$ cat src/rtl/core_sequencer.sv
// core_sequencer: multi-cycle RV32I control FSM (fetch/decode/execute/memory/writeback) with traps and retire count
module core_sequencer #(
  parameter int MEM_TIMEOUT = 255,
  parameter int CNT_W       = 32
) (
  input  logic             clk,
  input  logic             rst_n,
  input  logic             run_en,
  input  logic [6:0]       opcode,
  input  logic [2:0]       func3,
  input  logic             branch_taken,
  input  logic             imem_ack,
  input  logic             dmem_ack,
  output logic             imem_req,
  output logic             ir_load,
  output logic             dmem_req,
  output logic             dmem_we,
  output logic             mdr_load,
  output logic             alu_src_imm,
  output logic             alu_a_pc,
  output logic [1:0]       wb_sel,
  output logic             RegWrite,
  output logic             pc_write,
  output logic [1:0]       pc_sel,
  output logic             trap,
  output logic [1:0]       trap_cause,
  output logic [CNT_W-1:0] retired
);
  typedef enum logic [2:0] {
    S_IDLE, S_FETCH, S_DECODE, S_EXECUTE, S_MEMORY, S_WRITEBACK, S_TRAP
  } state_e;
  typedef enum logic [3:0] {
    C_LUI, C_AUIPC, C_JAL, C_JALR, C_BRANCH, C_LOAD, C_STORE,
    C_OPIMM, C_OP, C_FENCE, C_SYSTEM, C_ILLEGAL
  } cls_e;
  localparam int WW = (MEM_TIMEOUT < 2) ? 1 : $clog2(MEM_TIMEOUT + 1);

  state_e           state_q, state_d;
  cls_e             cls_q, cls_d, cls_dec;
  logic             br_q, br_d;
  logic [1:0]       cause_q, cause_d;
  logic [WW-1:0]    wait_q, wait_d;
  logic [CNT_W-1:0] ret_q, ret_d;
  logic             timeout;

  // Opcode classification; anything outside the RV32I base set is illegal.
  always_comb begin
    case (opcode)
      7'b0110111: cls_dec = C_LUI;
      7'b0010111: cls_dec = C_AUIPC;
      7'b1101111: cls_dec = C_JAL;
      7'b1100111: cls_dec = C_JALR;
      7'b1100011: cls_dec = C_BRANCH;
      7'b0000011: cls_dec = C_LOAD;
      7'b0100011: cls_dec = C_STORE;
      7'b0010011: cls_dec = C_OPIMM;
      7'b0110011: cls_dec = C_OP;
      7'b0001111: cls_dec = C_FENCE;
      7'b1110011: cls_dec = C_SYSTEM;
      default:    cls_dec = C_ILLEGAL;
    endcase
  end

  // Timeout fires on the MEM_TIMEOUT-th consecutive ack-less cycle; an ack in that cycle wins.
  assign timeout = (MEM_TIMEOUT != 0) && (wait_q == WW'(MEM_TIMEOUT - 1));

  // Next-state, datapath selects and strobes; everything defaults to 0 / hold.
  always_comb begin
    state_d     = state_q;
    cls_d       = cls_q;
    br_d        = br_q;
    cause_d     = cause_q;
    wait_d      = '0;
    ret_d       = ret_q;
    imem_req    = 1'b0;
    ir_load     = 1'b0;
    dmem_req    = 1'b0;
    dmem_we     = 1'b0;
    mdr_load    = 1'b0;
    alu_src_imm = 1'b0;
    alu_a_pc    = 1'b0;
    wb_sel      = 2'b00;
    RegWrite    = 1'b0;
    pc_write    = 1'b0;
    pc_sel      = 2'b00;
    case (state_q)
      S_IDLE: state_d = run_en ? S_FETCH : S_IDLE;
      S_FETCH: begin
        imem_req = 1'b1;
        ir_load  = imem_ack;
        if (imem_ack) state_d = S_DECODE;
        else if (timeout) begin
          state_d = S_TRAP;
          cause_d = 2'b11;
        end else wait_d = wait_q + 1'b1;
      end
      S_DECODE: begin
        cls_d   = cls_dec;
        state_d = (cls_dec == C_ILLEGAL) ? S_TRAP : S_EXECUTE;
        cause_d = (cls_dec == C_ILLEGAL) ? 2'b01 : cause_q;
      end
      S_EXECUTE: begin
        alu_src_imm = cls_q inside {C_OPIMM, C_LOAD, C_STORE, C_JALR, C_AUIPC};
        alu_a_pc    = cls_q == C_AUIPC;
        br_d        = branch_taken;
        if (cls_q == C_SYSTEM && func3 == 3'b000) begin
          state_d = S_TRAP;
          cause_d = 2'b10;
        end else state_d = (cls_q inside {C_LOAD, C_STORE}) ? S_MEMORY : S_WRITEBACK;
      end
      S_MEMORY: begin
        dmem_req = 1'b1;
        dmem_we  = cls_q == C_STORE;
        mdr_load = cls_q == C_LOAD && dmem_ack;
        if (dmem_ack) state_d = S_WRITEBACK;
        else if (timeout) begin
          state_d = S_TRAP;
          cause_d = 2'b11;
        end else wait_d = wait_q + 1'b1;
      end
      S_WRITEBACK: begin
        pc_write = 1'b1;
        pc_sel   = (cls_q == C_JAL || (cls_q == C_BRANCH && br_q)) ? 2'b01 :
                   (cls_q == C_JALR) ? 2'b10 : 2'b00;
        RegWrite = cls_q inside {C_LUI, C_AUIPC, C_JAL, C_JALR, C_LOAD, C_OPIMM, C_OP};
        wb_sel   = (cls_q == C_LUI) ? 2'b11 :
                   (cls_q inside {C_JAL, C_JALR}) ? 2'b10 :
                   (cls_q == C_LOAD) ? 2'b01 : 2'b00;
        ret_d    = ret_q + 1'b1;
        state_d  = run_en ? S_FETCH : S_IDLE;
      end
      S_TRAP: state_d = S_TRAP;
      default: state_d = S_IDLE;
    endcase
  end

  // State and bookkeeping registers; reset drops any outstanding request at once.
  always_ff @(posedge clk or negedge rst_n) begin
    if (!rst_n) begin
      state_q <= S_IDLE;
      cls_q   <= C_FENCE;
      br_q    <= 1'b0;
      cause_q <= 2'b00;
      wait_q  <= '0;
      ret_q   <= '0;
    end else begin
      state_q <= state_d;
      cls_q   <= cls_d;
      br_q    <= br_d;
      cause_q <= cause_d;
      wait_q  <= wait_d;
      ret_q   <= ret_d;
    end
  end

  assign trap       = state_q == S_TRAP;
  assign trap_cause = cause_q;
  assign retired    = ret_q;
endmodule

$ cat config.mk
export PLATFORM = sky130hd
export DESIGN_NAME = core_sequencer
export DESIGN_NICKNAME = d
export VERILOG_FILES = /design/src/rtl/core_sequencer.sv
export SDC_FILE = /design/constraint.sdc
export NUM_CORES = 1
export LEC_CHECK = 0
export ABC_AREA = 1
export CAP_MARGIN = 0
export CORE_MARGIN = 1.5
export CORE_UTILIZATION = 60
export DETAILED_ROUTE_END_ITERATION = 7
export DONT_BUFFER_PORTS = 1
export PLACE_DENSITY_LB_ADDON = 0.1
export SKIP_LAST_GASP = 1
export SLEW_MARGIN = 20
export SYNTH_ARGS = -nofsm -noshare
export SYNTH_HDL_FRONTEND = slang
export SYNTH_SLANG_ARGS = --single-unit
$ cat constraint.sdc
create_clock -name clk -period 4 [get_ports clk]
set_input_delay 0.8 -clock clk [delete_from_list [all_inputs] [get_ports clk]]
set_output_delay 0.8 -clock clk [all_outputs]
set_load 0.01 [all_outputs]
==> results of run 1 <==
-- final cells by class --
cell class,count,area share (%)
clock buffer,6,2.492
clock inverter,2,1.170
inverter,52,5.889
multi-input combinational,344,49.98
sequential,50,37.83
tap,70,2.643
-- cells in the final DEF (no fill, tap or decap), drive strengths merged --
| master | instances |
|---|---|
| inv | 51 |
| nand3 | 30 |
| nor2 | 79 |
| a31oi | 1 |
| clkbuf | 6 |
| ha | 3 |
| dfrtp | 48 |
| nor3 | 18 |
| bufinv | 1 |
| o2111ai | 1 |
| a21oi | 9 |
| o21a | 1 |
| a221oi | 1 |
| o21ai | 13 |
| nand2 | 146 |
| nor3b | 1 |
| xnor2 | 10 |
| a32oi | 1 |
| nand4 | 13 |
| clkinv | 2 |
| nor4 | 1 |
| nand3b | 2 |
| xor2 | 14 |
| dfstp | 2 |
-- state kept, by name, summed over array words and instances, names as in the netlist --
name / count
retired: 32
cls_q: 4
state_q: 3
trap_cause: 2
wait_q: 8
br_q: 1
-- kinds of logic (layout without fill, tap and decap cells) --
kind of cell / after synthesis / after routing / share of synthesized area (%)
DFF: 50 / 50 / 40.26
buffers and inverters: 54 / 60 / 6.549
xor gates and xnor gates: 24 / 24 / 6.750
and+or+nand+nor: 290 / 290 / 40.42
AOI/OAI and AO/OA: 27 / 27 / 4.821
adders and majority gates: 3 / 3 / 1.205
-- worst paths after layout --
check                                          endpoint  slack [ns]  cells after the start
worst max-delay path                           alu_a_pc        1.41                      4
worst max register to register  retired[28]$_DFFE_PN0P_        2.06                     10
min in group clk                       br_q$_DFFE_PN0P_        0.49                      2
worst min-delay path            retired[14]$_DFFE_PN0P_        0.17                      0
max in group asynchronous          cls_q[0]$_DFFE_PN1P_        3.64                      0
worst min register to register         br_q$_DFFE_PN0P_        0.49                      2
-- power by group --
group          leakage, nW  internal [mW]  total, mW  switching, mW
sequential           0.671          0.589      0.691          0.102
combinational        0.784          0.108      0.376          0.268
clock               0.0618          0.206      0.386          0.180
-- routing by layer --
metal	global-route usage (%)	wire length, um	vias up
met1	30.61	2863	1248
met2	43.36	3344	74
met5	0	0	-
met3	5.890	357	15
li1	-	-	1437
met4	8.283	135	0
-- cell usage after synthesis (2+ instances only) --
cell | count | area [um^2]
nand3_1 | 28 | 140.1
clkinv_1 | 2 | 7.510
xnor2_1 | 10 | 87.58
nand3b_1 | 2 | 15.01
ha_1 | 3 | 37.54
dfrtp_1 | 48 | 1201
nor3_1 | 15 | 75.07
nor2_1 | 78 | 292.8
a21oi_1 | 9 | 45.04
nor3_2 | 2 | 20.02
inv_1 | 50 | 187.7
dfstp_2 | 2 | 52.55
o21ai_0 | 12 | 60.06
nand4_1 | 12 | 75.07
nand2_1 | 146 | 548.0
xor2_1 | 14 | 122.6
-- critical path, stage by stage, from the launching register on --
cell	delay (ns)
dfrtp_1	0.34
clkinv_1	0.21
nor3_1	0.38
inv_1	0.19
nor3_1	0.37
-- through the flow --
stage	cell area [um^2]	util [%]	total power [mW]	std cells	worst slack (ns)
floorplan	3114	-	0.9848	448	1.973
global placement	3193	63.33	1.058	516	1.793
detailed placement	3193	63.33	1.070	516	1.768
CTS	3314	65.73	1.454	524	1.405
global route	3314	65.73	1.548	524	1.216
finish	3314	65.73	1.453	524	1.408
==> results.sh, run 1 <==
export IMPL_slew_viol_final=0
export IMPL_tns_ns=0
export IMPL_die_area_mm2=0.005632
export IMPL_nNetsFinal=472
export IMPL_antenna_found_initial=0
export IMPL_cp_arrival_ns=1.79
export IMPL_finalHoldViolations=0
export IMPL_powerDensity_mw_per_mm2=438.4
export IMPL_die_y_um=75.05
export IMPL_postRouteAntennaNets=0
export IMPL_cts_resized=0
export IMPL_place_congestion=0.9284
export IMPL_p_leak_nw=1.517
export IMPL_timing_fmax_mhz=385.7
export IMPL_crit_fanout=8
export IMPL_relSlewSlack_pct=63.89
export IMPL_async_reset_ff_share_pct=100.0
export IMPL_finalCriticalPeriod_ns=2.592
export IMPL_portBuffers=0
export IMPL_fillers=447
export IMPL_critPathKind="reg -> out"
export IMPL_insertion_delay_ns=0.31
export IMPL_synth_ff_type="dfrtp_1"
export IMPL_grt_pass1_wl_um=10900
export IMPL_synth_cell_type_count=31
export IMPL_groute_usage_overall_pct=25.02
export IMPL_worstPathRequired_ns=3.20
export IMPL_ctsHoldBuffers=0
export IMPL_cts_tree="built"
export IMPL_h_tree_depth=2
export IMPL_dr_pass1_iters=4
export IMPL_clk_pin_slew_ns=0.10
export IMPL_synth_avg_cell_area_um2=6.951
export IMPL_pin_count=64
export IMPL_cts_setup_buffers=0
export IMPL_cp_start_kind="flop"
export IMPL_numCtsBuffers=5
export IMPL_cap_violations=0
export IMPL_cts_sinks=50
export IMPL_num_vias=2774
export IMPL_wire_per_inst_um=12.79
export IMPL_r2r_start="retired[0]$_DFFE_PN0P_"
export IMPL_num_antenna_cells=0
export IMPL_grt_max_degree=51
export IMPL_critPathLaunch="state_q[1]$_DFF_PN0_"
export IMPL_multi_input_area_mm2=0.001657
export IMPL_ir_drop_v=0.0003498
export IMPL_synth_seq_cells=50
export IMPL_synth_edf_count=0
export IMPL_ff_latch_area_mm2=0.001254
export IMPL_ys_warn_count=0
export IMPL_grt_overflow=0
export IMPL_hold_slack_ns=0.1656
export IMPL_cp_end_kind="output pin"
export IMPL_clockRootBuffer="clkbuf_8"
export IMPL_min_path_type="in -> async"
export IMPL_post_route_period_util_pct=64.81
export IMPL_synth_yosys_seq_area_share_pct=40.26
export IMPL_clock_skew_ns=0.01201
export IMPL_worst_pin_slew_ns=0.5380
export IMPL_synth_area_mm2=0.003114
export IMPL_setup_viol=0
export IMPL_start_util_pct=61.76
export IMPL_drtIter0Drc=193
export IMPL_wirelength_um=6701
export IMPL_synthToLayoutAreaGrowth_pct=6.428
export IMPL_drive_above_1_share_pct=3.965
export IMPL_syn_nets=467
export IMPL_die_w_um=75.05
export IMPL_rsz0062_at_grt="false"
export IMPL_cts_max_path_buffers=2
export IMPL_route_detailed_drc=0
export IMPL_core_area_mm2=0.005042
export IMPL_rows=26
export IMPL_syn_inst=448
export IMPL_status="finished clean"
export IMPL_dp_hpwl_um=5118
export IMPL_grt_pass1_vias=2492
export IMPL_via_per_inst=5.294
Power figures use the tool's default switching activity.
==> run 2, diff against run 1 <==
==> constraint.sdc (replaced) <==
create_clock -name clk -period 2.7 [get_ports clk]
set_input_delay 0.54 -clock clk [delete_from_list [all_inputs] [get_ports clk]]
set_output_delay 0.54 -clock clk [all_outputs]
set_load 0.01 [all_outputs]
==> results.sh, run 2 (same netlist as run 1, synthesis figures left out) <==
export IMPL_cp_end_kind="output pin"
export IMPL_intPower_mw=1.220
export IMPL_pin_count=64
export IMPL_portBuffers=0
export IMPL_min_path_type="in -> async"
export IMPL_antenna_found_initial=0
export IMPL_die_w_um=75.05
export IMPL_place_congestion=0.9350
export IMPL_tns_ns=0
export IMPL_synthToLayoutAreaGrowth_pct=6.187
export IMPL_post_route_period_util_pct=85.98
export IMPL_dr_pass1_iters=5
export IMPL_relSlewSlack_pct=62.62
export IMPL_combPwrFrac_pct=28.2
export IMPL_final_common_cell="nand2_1"
export IMPL_clk_pin_slew_ns=0.10
export IMPL_slowest_delay_ns=0.38
export IMPL_setup_slack_ns=0.3784
export IMPL_timing_fmax_mhz=430.7
export IMPL_cts_setup_buffers=0
export IMPL_cp_slowest_cell="nor3_1"
export IMPL_dp_hpwl_um=5130
export IMPL_power_mw=2.029
export IMPL_numCtsBuffers=5
export IMPL_core_area_mm2=0.005042
export IMPL_critPathKind="reg -> out"
export IMPL_p_clk_share_pct=21.4
export IMPL_cp_cell_sequence="clkinv_1, nor3_1, inv_1, nor3_1"
export IMPL_start_util_pct=61.76
export IMPL_rows=26
export IMPL_sw_frac_of_total_pct=39.90
export IMPL_num_vias=2808
export IMPL_grt_pass1_wl_um=11180
export IMPL_wirelength_um=6727
export IMPL_seqPwrFrac_pct=50.4
export IMPL_layout_common_cells="nand2_1, nor2_1, inv_1, dfrtp_1, nand3_1"
export IMPL_clockRootBuffer="clkbuf_8"
export IMPL_die_y_um=75.05
export IMPL_finalHoldViolations=0
export IMPL_via_per_inst=5.349
export IMPL_insertion_delay_ns=0.30
export IMPL_worst_pin_slew_ns=0.5569
export IMPL_slew_viol_final=0
export IMPL_cap_violations=0
export IMPL_grt_pass1_vias=2668
export IMPL_powerDensity_mw_per_mm2=613.7
export IMPL_nNetsFinal=473
export IMPL_finalCriticalPeriod_ns=2.322
export IMPL_cp_arrival_ns=1.78
export IMPL_preCtsSetupSlack_ns=0.7211
export IMPL_p_leak_nw=1.513
export IMPL_cp_common_cell="nor3_1"
export IMPL_largest_reg_flops=32
export IMPL_cts_tree="built"
export IMPL_drtIter0Drc=201
export IMPL_clock_skew_ns=0.009795
export IMPL_rrSetupSlack_ns=0.82
export IMPL_groute_usage_overall_pct=26.00
export IMPL_die_area_mm2=0.005632
export IMPL_drive_above_1_share_pct=3.956
export IMPL_num_antenna_cells=0
export IMPL_ir_drop_v=0.0004482
export IMPL_power_switching_mw=0.8098
export IMPL_setup_viol=0
export IMPL_status="finished clean"
export IMPL_crit_fanout=8
export IMPL_grt_max_degree=49
export IMPL_cts_max_path_buffers=2
export IMPL_route_detailed_drc=0
export IMPL_h_tree_depth=2
export IMPL_grt_overflow=0
export IMPL_wire_per_inst_um=12.81
export IMPL_rsz0062_at_grt="false"
export IMPL_postRouteAntennaNets=0
export IMPL_cts_sinks=50
export IMPL_cp_start_kind="flop"
export IMPL_worstPathRequired_ns=2.16
==> run 2: path summary, 6_finish.rpt <==
path                                        start                       to  depth (start not counted)
max reg2reg                retired[0]$_DFFE_PN0P_  retired[28]$_DFFE_PN0P_                         10
max in group asynchronous                   rst_n     cls_q[2]$_DFFE_PN0P_                          1
min                                         rst_n  retired[12]$_DFFE_PN0P_                          1
min reg2reg                      br_q$_DFFE_PN0P_         br_q$_DFFE_PN0P_                          2
max                          state_q[1]$_DFF_PN0_                 alu_a_pc                          4
min in group clk                     branch_taken         br_q$_DFFE_PN0P_                          2
==> run 2: layer usage <==
metal / routed length, um / vias to the layer above / GRT usage, %
met5: 0 / - / 0
met1: 2874 / 1268 / 29.86
met4: 217 / 0 / 11.31
met3: 361 / 19 / 6.961
li1: - / 1433 / -
met2: 3274 / 88 / 45.43
==> run 2: power by group through the flow <==
| stage | Sequential (mW) | Combinational [mW] | Clock, mW |
|---|---|---|---|
| 2_1_floorplan | 1.00 | 0.454 | 0 |
| 3_3_place_gp | 1.03 | 0.539 | 0 |
| 3_5_place_dp | 1.04 | 0.549 | 0 |
| 4_1_cts | 1.02 | 0.575 | 0.450 |
| 5_1_grt | 1.04 | 0.666 | 0.475 |
| 6_report | 1.02 | 0.573 | 0.434 |
==> run 2: through the flow <==
| stage | util, % | std cells | cell area (um^2) | hold WS, ns |
|---|---|---|---|---|
| floorplan | - | 448 | 3114 | 0.2444 |
| global placement | 63.33 | 516 | 3193 | 0.2454 |
| detailed placement | 63.33 | 516 | 3193 | 0.2455 |
| CTS | 65.58 | 525 | 3307 | 0.06306 |
| global route | 65.58 | 525 | 3307 | 0.06032 |
| finish | 65.58 | 525 | 3307 | 0.07199 |
==> run 2: cell type report <==
type | count | area (um^2)
clock buffer | 6 | 72.57
tap | 70 | 87.58
timing repair buffer | 1 | 27.53
clock inverter | 2 | 13.76
multi-input combinational | 344 | 1657
sequential | 50 | 1254
inverter | 52 | 195.2
fill | 448 | 1735
==> run 2: worst max-delay path, delay by kind of cell, from the launching register on <==
kind	cells	cell delay (ns)
buffers and inverters	2	0.39
and+or+nand+nor	2	0.75
DFF	1	0.34
==> run 2: timing repair <==
| item | 4_1_cts | 5_1_grt |
|---|---|---|
| hold buffers | 1 | 0 |
| gates resized for setup | 0 | 0 |
| endpoints found under the setup margin | 0 | 0 |
| endpoints found under the hold margin | 48 | 0 |
==> run 3, diff against run 2 <==
--- a/config.mk
+++ b/config.mk
@@ -7,8 +7,7 @@
 export LEC_CHECK = 0
 export ABC_AREA = 1
 export CAP_MARGIN = 0
-export CORE_MARGIN = 1.5
-export CORE_UTILIZATION = 60
+export CORE_UTILIZATION = 53
 export DETAILED_ROUTE_END_ITERATION = 7
 export DONT_BUFFER_PORTS = 1
 export PLACE_DENSITY_LB_ADDON = 0.1
==> results.sh, run 3 (same netlist as run 1, synthesis figures left out) <==
export IMPL_start_util_pct=55.87
export IMPL_cp_end_kind="output pin"
export IMPL_core_area_mm2=0.005574
export IMPL_r2r_end="retired[28]$_DFFE_PN0P_"
export IMPL_post_route_period_util_pct=84.63
export IMPL_grt_max_degree=49
export IMPL_groute_usage_overall_pct=24.63
export IMPL_clk_pin_slew_ns=0.09
export IMPL_dp_hpwl_um=5232
export IMPL_numCtsBuffers=5
export IMPL_finalHoldViolations=0
export IMPL_die_area_mm2=0.006187
export IMPL_die_w_um=78.66
export IMPL_pin_count=64
export IMPL_layout_common_cells="nand2_1, nor2_1, inv_1, dfrtp_1, nand3_1"
export IMPL_powerDensity_mw_per_mm2=660.0
export IMPL_rsz0062_at_grt="false"
export IMPL_insertion_delay_ns=0.31
export IMPL_rows=27
export IMPL_finalCriticalPeriod_ns=2.285
export IMPL_rrSetupSlack_ns=0.81
export IMPL_clockRootBuffer="clkbuf_8"
export IMPL_rr_worst_depth=10
export IMPL_cp_cell_sequence="clkinv_1, nor3_1, inv_1, nor3_1"
export IMPL_fillers=521
export IMPL_place_congestion=0.8654
export IMPL_dr_pass1_iters=4
export IMPL_grt_overflow=0
export IMPL_largest_reg_flops=32
export IMPL_p_leak_nw=1.536
export IMPL_crit_fanout=8
export IMPL_cp_start_kind="flop"
export IMPL_ctsHoldBuffers=1
export IMPL_antenna_found_initial=0
export IMPL_portBuffers=0
export IMPL_cp_slowest_cell="nor3_1"
export IMPL_cts_sinks=50
export IMPL_via_per_inst=5.376
export IMPL_postRouteAntennaNets=0
export IMPL_slowest_delay_ns=0.38
export IMPL_slew_viol_final=0
export IMPL_worstPathRequired_ns=2.16
export IMPL_cp_arrival_ns=1.75
export IMPL_min_path_type="in -> async"
export IMPL_num_antenna_cells=0
export IMPL_status="finished clean"
export IMPL_worst_pin_slew_ns=0.5786
export IMPL_num_vias=2833
export IMPL_power_mw=2.218
export IMPL_timing_fmax_mhz=437.6
export IMPL_grt_pass1_vias=2752
export IMPL_die_y_um=78.66
export IMPL_cts_resized=0
export IMPL_r2r_start="retired[0]$_DFFE_PN0P_"
export IMPL_cap_violations=0
export IMPL_wirelength_um=6919
export IMPL_grt_pass1_wl_um=12000
export IMPL_final_common_cell="nand2_1"
export IMPL_cp_common_cell="nor3_1"
export IMPL_drtIter0Drc=147
export IMPL_relSlewSlack_pct=61.17
export IMPL_tns_ns=0
export IMPL_wire_per_inst_um=13.13
export IMPL_drive_above_1_share_pct=4.176
export IMPL_route_detailed_drc=0
export IMPL_h_tree_depth=2
export IMPL_nNetsFinal=473
export IMPL_setup_viol=0
export IMPL_cts_tree="built"
export IMPL_synthToLayoutAreaGrowth_pct=7.915
export IMPL_clock_skew_ns=0.007796
export IMPL_cts_setup_buffers=0
export IMPL_critPathKind="reg -> out"
export IMPL_ir_drop_v=0.0004780
export IMPL_cts_max_path_buffers=2
run 3: changes by cell type in the layout (fill, tap and decap cells not counted):
| cell | before | now |
|---|---|---|
| clkinv_2 | 1 | 0 |
| clkbuf_1 | 1 | 0 |
| bufinv_16 | 0 | 2 |
run 3: metal layers:
layer  global-route usage, %  up-vias  share of wire (%)
met5                       0        -                  0
met4                   8.519        0                2.3
met3                   6.395       15                7.0
met2                   42.52       83                 48
met1                   29.45     1293                 42
li1                        -     1442                  -
run 3: report_power, final:
part	internal, mW	switching [mW]	total [mW]
registers	0.872	0.154	1.03
logic	0.165	0.398	0.563
clock network	0.371	0.258	0.629
total	1.41	0.810	2.22
run 3: cell type report:
| cell class | instances | area [um^2] | share of cell area, % |
|---|---|---|---|
| timing repair buffer | 1 | 27.53 | 0.8191 |
| clock inverter | 3 | 68.82 | 2.048 |
| tap | 72 | 90.09 | 2.681 |
| multi-input combinational | 344 | 1657 | 49.29 |
| clock buffer | 5 | 68.82 | 2.048 |
| sequential | 50 | 1254 | 37.30 |
| inverter | 52 | 195.2 | 5.808 |
run 3: how the worst max path moves through the flow:
stage	from	end	slack, ns	cells past startpoint
3_3_place_gp	state_q[1]$_DFF_PN0_	alu_a_pc	0.81	4
3_5_place_dp	state_q[1]$_DFF_PN0_	alu_a_pc	0.76	4
2_1_floorplan	state_q[1]$_DFF_PN0_	alu_a_pc	0.93	4
6_report	state_q[1]$_DFF_PN0_	alu_a_pc	0.41	4
4_1_cts	state_q[1]$_DFF_PN0_	alu_a_pc	0.41	4
5_1_grt	state_q[1]$_DFF_PN0_	alu_a_pc	0.24	4
run 3: worst max-delay path: cells and delay by family, from the launching register on:
family / cells / cell delay (ns)
and+or+nand+nor: 2 / 0.70
buffers and inverters: 2 / 0.40
DFF: 1 / 0.34
run 3: per-stage QoR:
step                util (%)  std cells  hold WS [ns]  setup WS [ns]  area (um^2)
global route           60.29        527       0.04886         0.2440         3361
floorplan                  -        448        0.2444         0.9335         3114
global placement       57.33        518        0.2455         0.8142         3196
CTS                    60.29        527       0.05639         0.4069         3361
finish                 60.29        527       0.06750         0.4149         3361
detailed placement     57.33        518        0.2456         0.7610         3196
